## src/rtl/not_not_judge.sv

```systemverilog
`default_nettype none
// ============================================================================
// Module   : not_not_judge
// Brief    : Round sequencer and answer judge for the NOT-NOT reaction game.
// Revision : 1.0
// ============================================================================
module not_not_judge #(
  parameter int unsigned TIMEOUT_CYCLES = 100000000
) (
  input  logic       clock,
  input  logic       reset,
  input  logic [3:0] key_n,
  input  logic [3:0] expected,
  input  logic       done_draw,
  output logic       lfsr_step,
  output logic       draw_req,
  output logic       draw_lose,
  output logic       lose,
  output logic [7:0] score,
  output logic [7:0] highscore,
  output logic [2:0] state_dbg
);

  localparam int              C_TW         = 27;
  localparam logic [C_TW-1:0] C_TIMER_LOAD = C_TW'(TIMEOUT_CYCLES - 32'd1);

  typedef enum logic [2:0] {
    S_IDLE      = 3'd0,
    S_STEP      = 3'd1,
    S_DRAW      = 3'd2,
    S_WAIT      = 3'd3,
    S_WIN       = 3'd4,
    S_LOSE      = 3'd5,
    S_LOSE_DRAW = 3'd6
  } state_t;

  state_t          r_state;
  state_t          w_next;
  logic [3:0]      r_sync1;
  logic [3:0]      r_sync2;
  logic [3:0]      r_prev;
  logic [3:0]      r_exp;
  logic [C_TW-1:0] r_timer;
  logic            r_lose_drawn;
  logic [7:0]      r_score;
  logic [7:0]      r_high;

  logic [3:0]      w_press;
  logic            w_press_any;
  logic            w_one_hot;
  logic            w_hit;

  // Keys are active-low, so a press is a falling edge of the synchronised bit.
  assign w_press     = r_prev & ~r_sync2;
  assign w_press_any = |w_press;
  assign w_one_hot   = w_press_any && ((w_press & (w_press - 4'd1)) == 4'd0);
  assign w_hit       = w_one_hot && ((w_press & r_exp) != 4'd0);

  always_comb begin
    w_next = r_state;
    case (r_state)
      S_IDLE:      if (w_press_any) w_next = S_STEP;
      S_STEP:      w_next = S_DRAW;
      S_DRAW:      if (done_draw) w_next = S_WAIT;
      S_WAIT: begin
        if (w_press_any)
          w_next = w_hit ? S_WIN : S_LOSE;
        else if (r_timer == '0)
          w_next = (r_exp == 4'd0) ? S_WIN : S_LOSE;
      end
      S_WIN:       w_next = S_STEP;
      S_LOSE: begin
        if (!r_lose_drawn)
          w_next = S_LOSE_DRAW;
        else if (w_press_any)
          w_next = S_IDLE;
      end
      S_LOSE_DRAW: if (done_draw) w_next = S_LOSE;
      default:     w_next = S_IDLE;
    endcase
  end

  always_ff @(posedge clock or posedge reset) begin
    if (reset) begin
      r_state <= S_IDLE;
    end else begin
      r_state <= w_next;
    end
  end

  always_ff @(posedge clock or posedge reset) begin
    if (reset) begin
      r_sync1      <= 4'hF;
      r_sync2      <= 4'hF;
      r_prev       <= 4'hF;
      r_exp        <= 4'd0;
      r_timer      <= '0;
      r_lose_drawn <= 1'b0;
      r_score      <= 8'd0;
      r_high       <= 8'd0;
    end else begin
      r_sync1 <= key_n;
      r_sync2 <= r_sync1;
      r_prev  <= r_sync2;

      if (r_state == S_DRAW && done_draw) begin
        r_exp   <= expected;
        r_timer <= C_TIMER_LOAD;
      end else if (r_state == S_WAIT && r_timer != '0) begin
        r_timer <= r_timer - 1'b1;
      end

      if (r_state == S_IDLE && w_next == S_STEP)
        r_score <= 8'd0;
      else if (r_state == S_WIN && r_score != 8'hFF)
        r_score <= r_score + 8'd1;

      if (r_state == S_WAIT && w_next == S_LOSE && r_score > r_high)
        r_high <= r_score;

      // Tracks whether the current LOSE visit has already shown its screen.
      if (r_state == S_WAIT)
        r_lose_drawn <= 1'b0;
      else if (r_state == S_LOSE_DRAW && done_draw)
        r_lose_drawn <= 1'b1;
    end
  end

  assign lfsr_step = (r_state == S_STEP);
  assign draw_req  = (r_state == S_DRAW);
  assign draw_lose = (r_state == S_LOSE_DRAW);
  assign lose      = (r_state == S_LOSE) || (r_state == S_LOSE_DRAW);
  assign score     = r_score;
  assign highscore = r_high;
  assign state_dbg = r_state;

endmodule
`default_nettype wire

```

## config.mk

```make
export PLATFORM = sky130hd
export DESIGN_NAME = not_not_judge
export DESIGN_NICKNAME = d
export VERILOG_FILES = /design/src/rtl/not_not_judge.sv
export SDC_FILE = /design/constraint.sdc
export NUM_CORES = 1
export LEC_CHECK = 0
export CELL_PAD_IN_SITES_DETAIL_PLACEMENT = 0
export CELL_PAD_IN_SITES_GLOBAL_PLACEMENT = 1
export CORE_MARGIN = 1.5
export CORE_UTILIZATION = 39
export DETAILED_ROUTE_END_ITERATION = 16
export MAX_ROUTING_LAYER = met4
export PLACE_DENSITY = 0.86
export RECOVER_POWER = 100
export SYNTH_ARGS = -nofsm -noshare
export SYNTH_HDL_FRONTEND = slang
export SYNTH_SLANG_ARGS = --single-unit
```

## constraint.sdc

```tcl
create_clock -name clock -period 3 [get_ports clock]
set_input_delay 0.3 -clock clock [delete_from_list [all_inputs] [get_ports clock]]
set_output_delay 0.3 -clock clock [all_outputs]
set_load 0.005 [all_outputs]
```

==> impl_metrics.ini <==
[yosys]
synth_most_common_cell = dfrtp_1
synth_top_area_cell = dfrtp_1
synth_nets = 319
ys_seq_elements = 63
seq_area_frac_synth_pct = 52.3
synth_common_cells = dfrtp_1, nand2_1, nor2_1
synth.top_cell.area_share_pct = 42.0
synth_cell_types = 43
syn_inst = 298
ys_warn_count = 0
synth-edff-count = 0
ys_async_sr_fraction_pct = 100
syn_avg_cell_area_sq_um = 10.2
dominantRegCellSynth = dfrtp_1
netlist_top_cells_area = dfrtp_1, dfstp_2, nand2_1
synth_area_sq_mm = 0.00304

[worst_setup_path]
r2r_setup_slack_ns = 0.005
crit_path_frequent_cell = or4_4
cp.required_ns = 3.23
crit_type = register to register
arrival_ns = 3.23
slowest_delay_ns = 0.56
start_kind = register
cp_max_fo = 8
critPathCaptureType = register
path_cells = or4_4, or3_4, or4_4, or3_1, a21o_1, nor4b_4, buf_6, mux2_2
critPathSlowestCell = or4_4

[timing]
fmax_ghz = 0.334
clock_skew_ns = 0.0133
fin_tns_setup_ns = 0
maxSlewViolCount = 0
timing.final.crit_share_pct = 99.8
setup_ws_ns = 0.00536
rsz0062_at_grt = true
whs_ns = 0.358
worst_pin_slew_ns = 1.38
fin_crit_ns = 2.99
hold_viol = 0
setup_viol = 0
relSlewSlack_pct = 8.03

[placed_design]
post_dp_cell_area_sq_mm = 0.00365
numPortBuffers = 33
gp_congestion = 0.788
pre_cts_slack_ns = -0.121
place_hpwl_um = 4540
dp.cells = 450

[cts]
cts_root_buf = clkbuf_8
cts_buffers = 9
path_clk_slew_ns = 0.07
insertion_delay_ns = 0.35
numClockSinks = 63
clock_path_buffers = 2
tritoncts = built
h-tree-depth = 3

[power_and_ir_drop]
power.density_mw_per_mm2 = 680
vdd_ir_drop_max_v = 0.000305
p_total_mw = 2.64
cellLeakagePower_nw = 1.63

[route]
drt-total-wl_um = 6170
route.detailed.drc = 0
wl_per_cell_um = 13.2
drt-initial-drc-count = 110
drtAntennaViolNets = 0
first_pass_iters = 5
via_per_inst = 5.03
vias = 2348

[global_routing]
first_global_vias = 2302
grt_pass1_wl_um = 10800
antenna_found_initial = 0
grt.total_usage_pct = 16.9
grt_max_degree = 29
grt_overflow = 0

[finish]
fin_nets = 381
syn2layout_area_growth_pct = 27.7
fin_cells = 467
design_area_sq_mm = 0.00388
drive_gt1_share_pct = 17.5
final_core_util_pct = 50.8
n_antenna_cell = 0
n_fill_cell = 689

[floorplan]
io_pins = 34
start_util_pct = 39.8
die_h_um = 91.3
fp-row-count = 32
dieArea_sq_mm = 0.00833
dieWidth_um = 91.3
coreArea_sq_mm = 0.00765

[flow_run]
drv_cap = 0

[outcome]
status = finished, final reports clean

[hold_path]
hold_class = register to register
==> sequential cells by signal, indices dropped and copies added (netlist names) <==
name	count
state_dbg	3
r_timer	27
highscore	8
r_exp	4
r_prev	4
score	8
r_lose_drawn	1
r_sync1	4
r_sync2	4
==> cells by family (layout without fill, tap and decap cells) <==
group                      count (synthesis)  in the layout  share of synthesized area, %
xor gates and xnor gates                  22             22                          6.34
and+or+nand+nor                          135            135                          23.2
DFF                                       63             63                          52.3
adders and majority gates                 11             11                          4.44
AOI/OAI and AO/OA                         39             39                          8.07
buffers and inverters                     19             86                          2.35
muxes                                      9              9                          3.29
==> layout by cell type, fill, tap and decap left out, drive strengths merged, types with 9 or more instances in the layout <==
cell type,n
a21oi,9
buf,19
clkbuf,16
dfrtp,51
dfstp,12
dlygate4sd3,25
ha,10
inv,13
nand2,47
nor2,21
o21ai,13
or3,13
xnor2,13
xor2,9
==> critical path, delay by kind of cell (launching register included) <==
| kind | cells | cell delay (ns) |
|---|---|---|
| buf+inv | 1 | 0.16 |
| mux | 1 | 0.27 |
| compound gates | 1 | 0.17 |
| flops | 1 | 0.39 |
| simple gates | 5 | 1.89 |
==> path summary, 6_finish.rpt <==
path,start,cells after the start,end
max,r_timer[13],8,highscore[5]
min,r_sync1[0],0,r_sync2[0]
max reg2reg,r_timer[13],8,highscore[5]
min reg2reg,r_sync1[0],0,r_sync2[0]
max in group asynchronous,reset,3,score[0]
min in group asynchronous,reset,2,r_timer[26]
==> area by class of cell <==
type	count	area (sq um)	share of cell area (%)
Clock inverter	5	80.1	2.06
Multi-Input combinational cell	216	1390	35.7
Timing Repair Buffer	57	499	12.9
Tap cell	102	128	3.29
Inverter	13	48.8	1.26
Sequential cell	63	1590	41.0
Clock buffer	11	151	3.90
==> where the power goes <==
group	switching, mW	internal, mW
logic	0.388	0.339
clock network	0.331	0.511
registers	0.102	0.972
total	0.821	1.82
==> metal layers <==
| layer | track usage [%] | up-vias | wire [um] |
|---|---|---|---|
| met3 | 4.36 | 15 | 258 |
| met2 | 24.2 | 45 | 2670 |
| li1 | - | 1165 | - |
| met5 | - | - | 0 |
| met4 | 8.07 | 0 | 156 |
| met1 | 22.4 | 1123 | 3080 |
==> what timing repair did <==
| action | in CTS | in global routing |
|---|---|---|
| setup endpoints to repair | 8 | 9 |
| pin swaps | 2 | 3 |
| hold buffers | 0 | 0 |
| setup buffers | 1 | 0 |
| resized for setup | 1 | 3 |
Power figures use the tool's default switching activity.
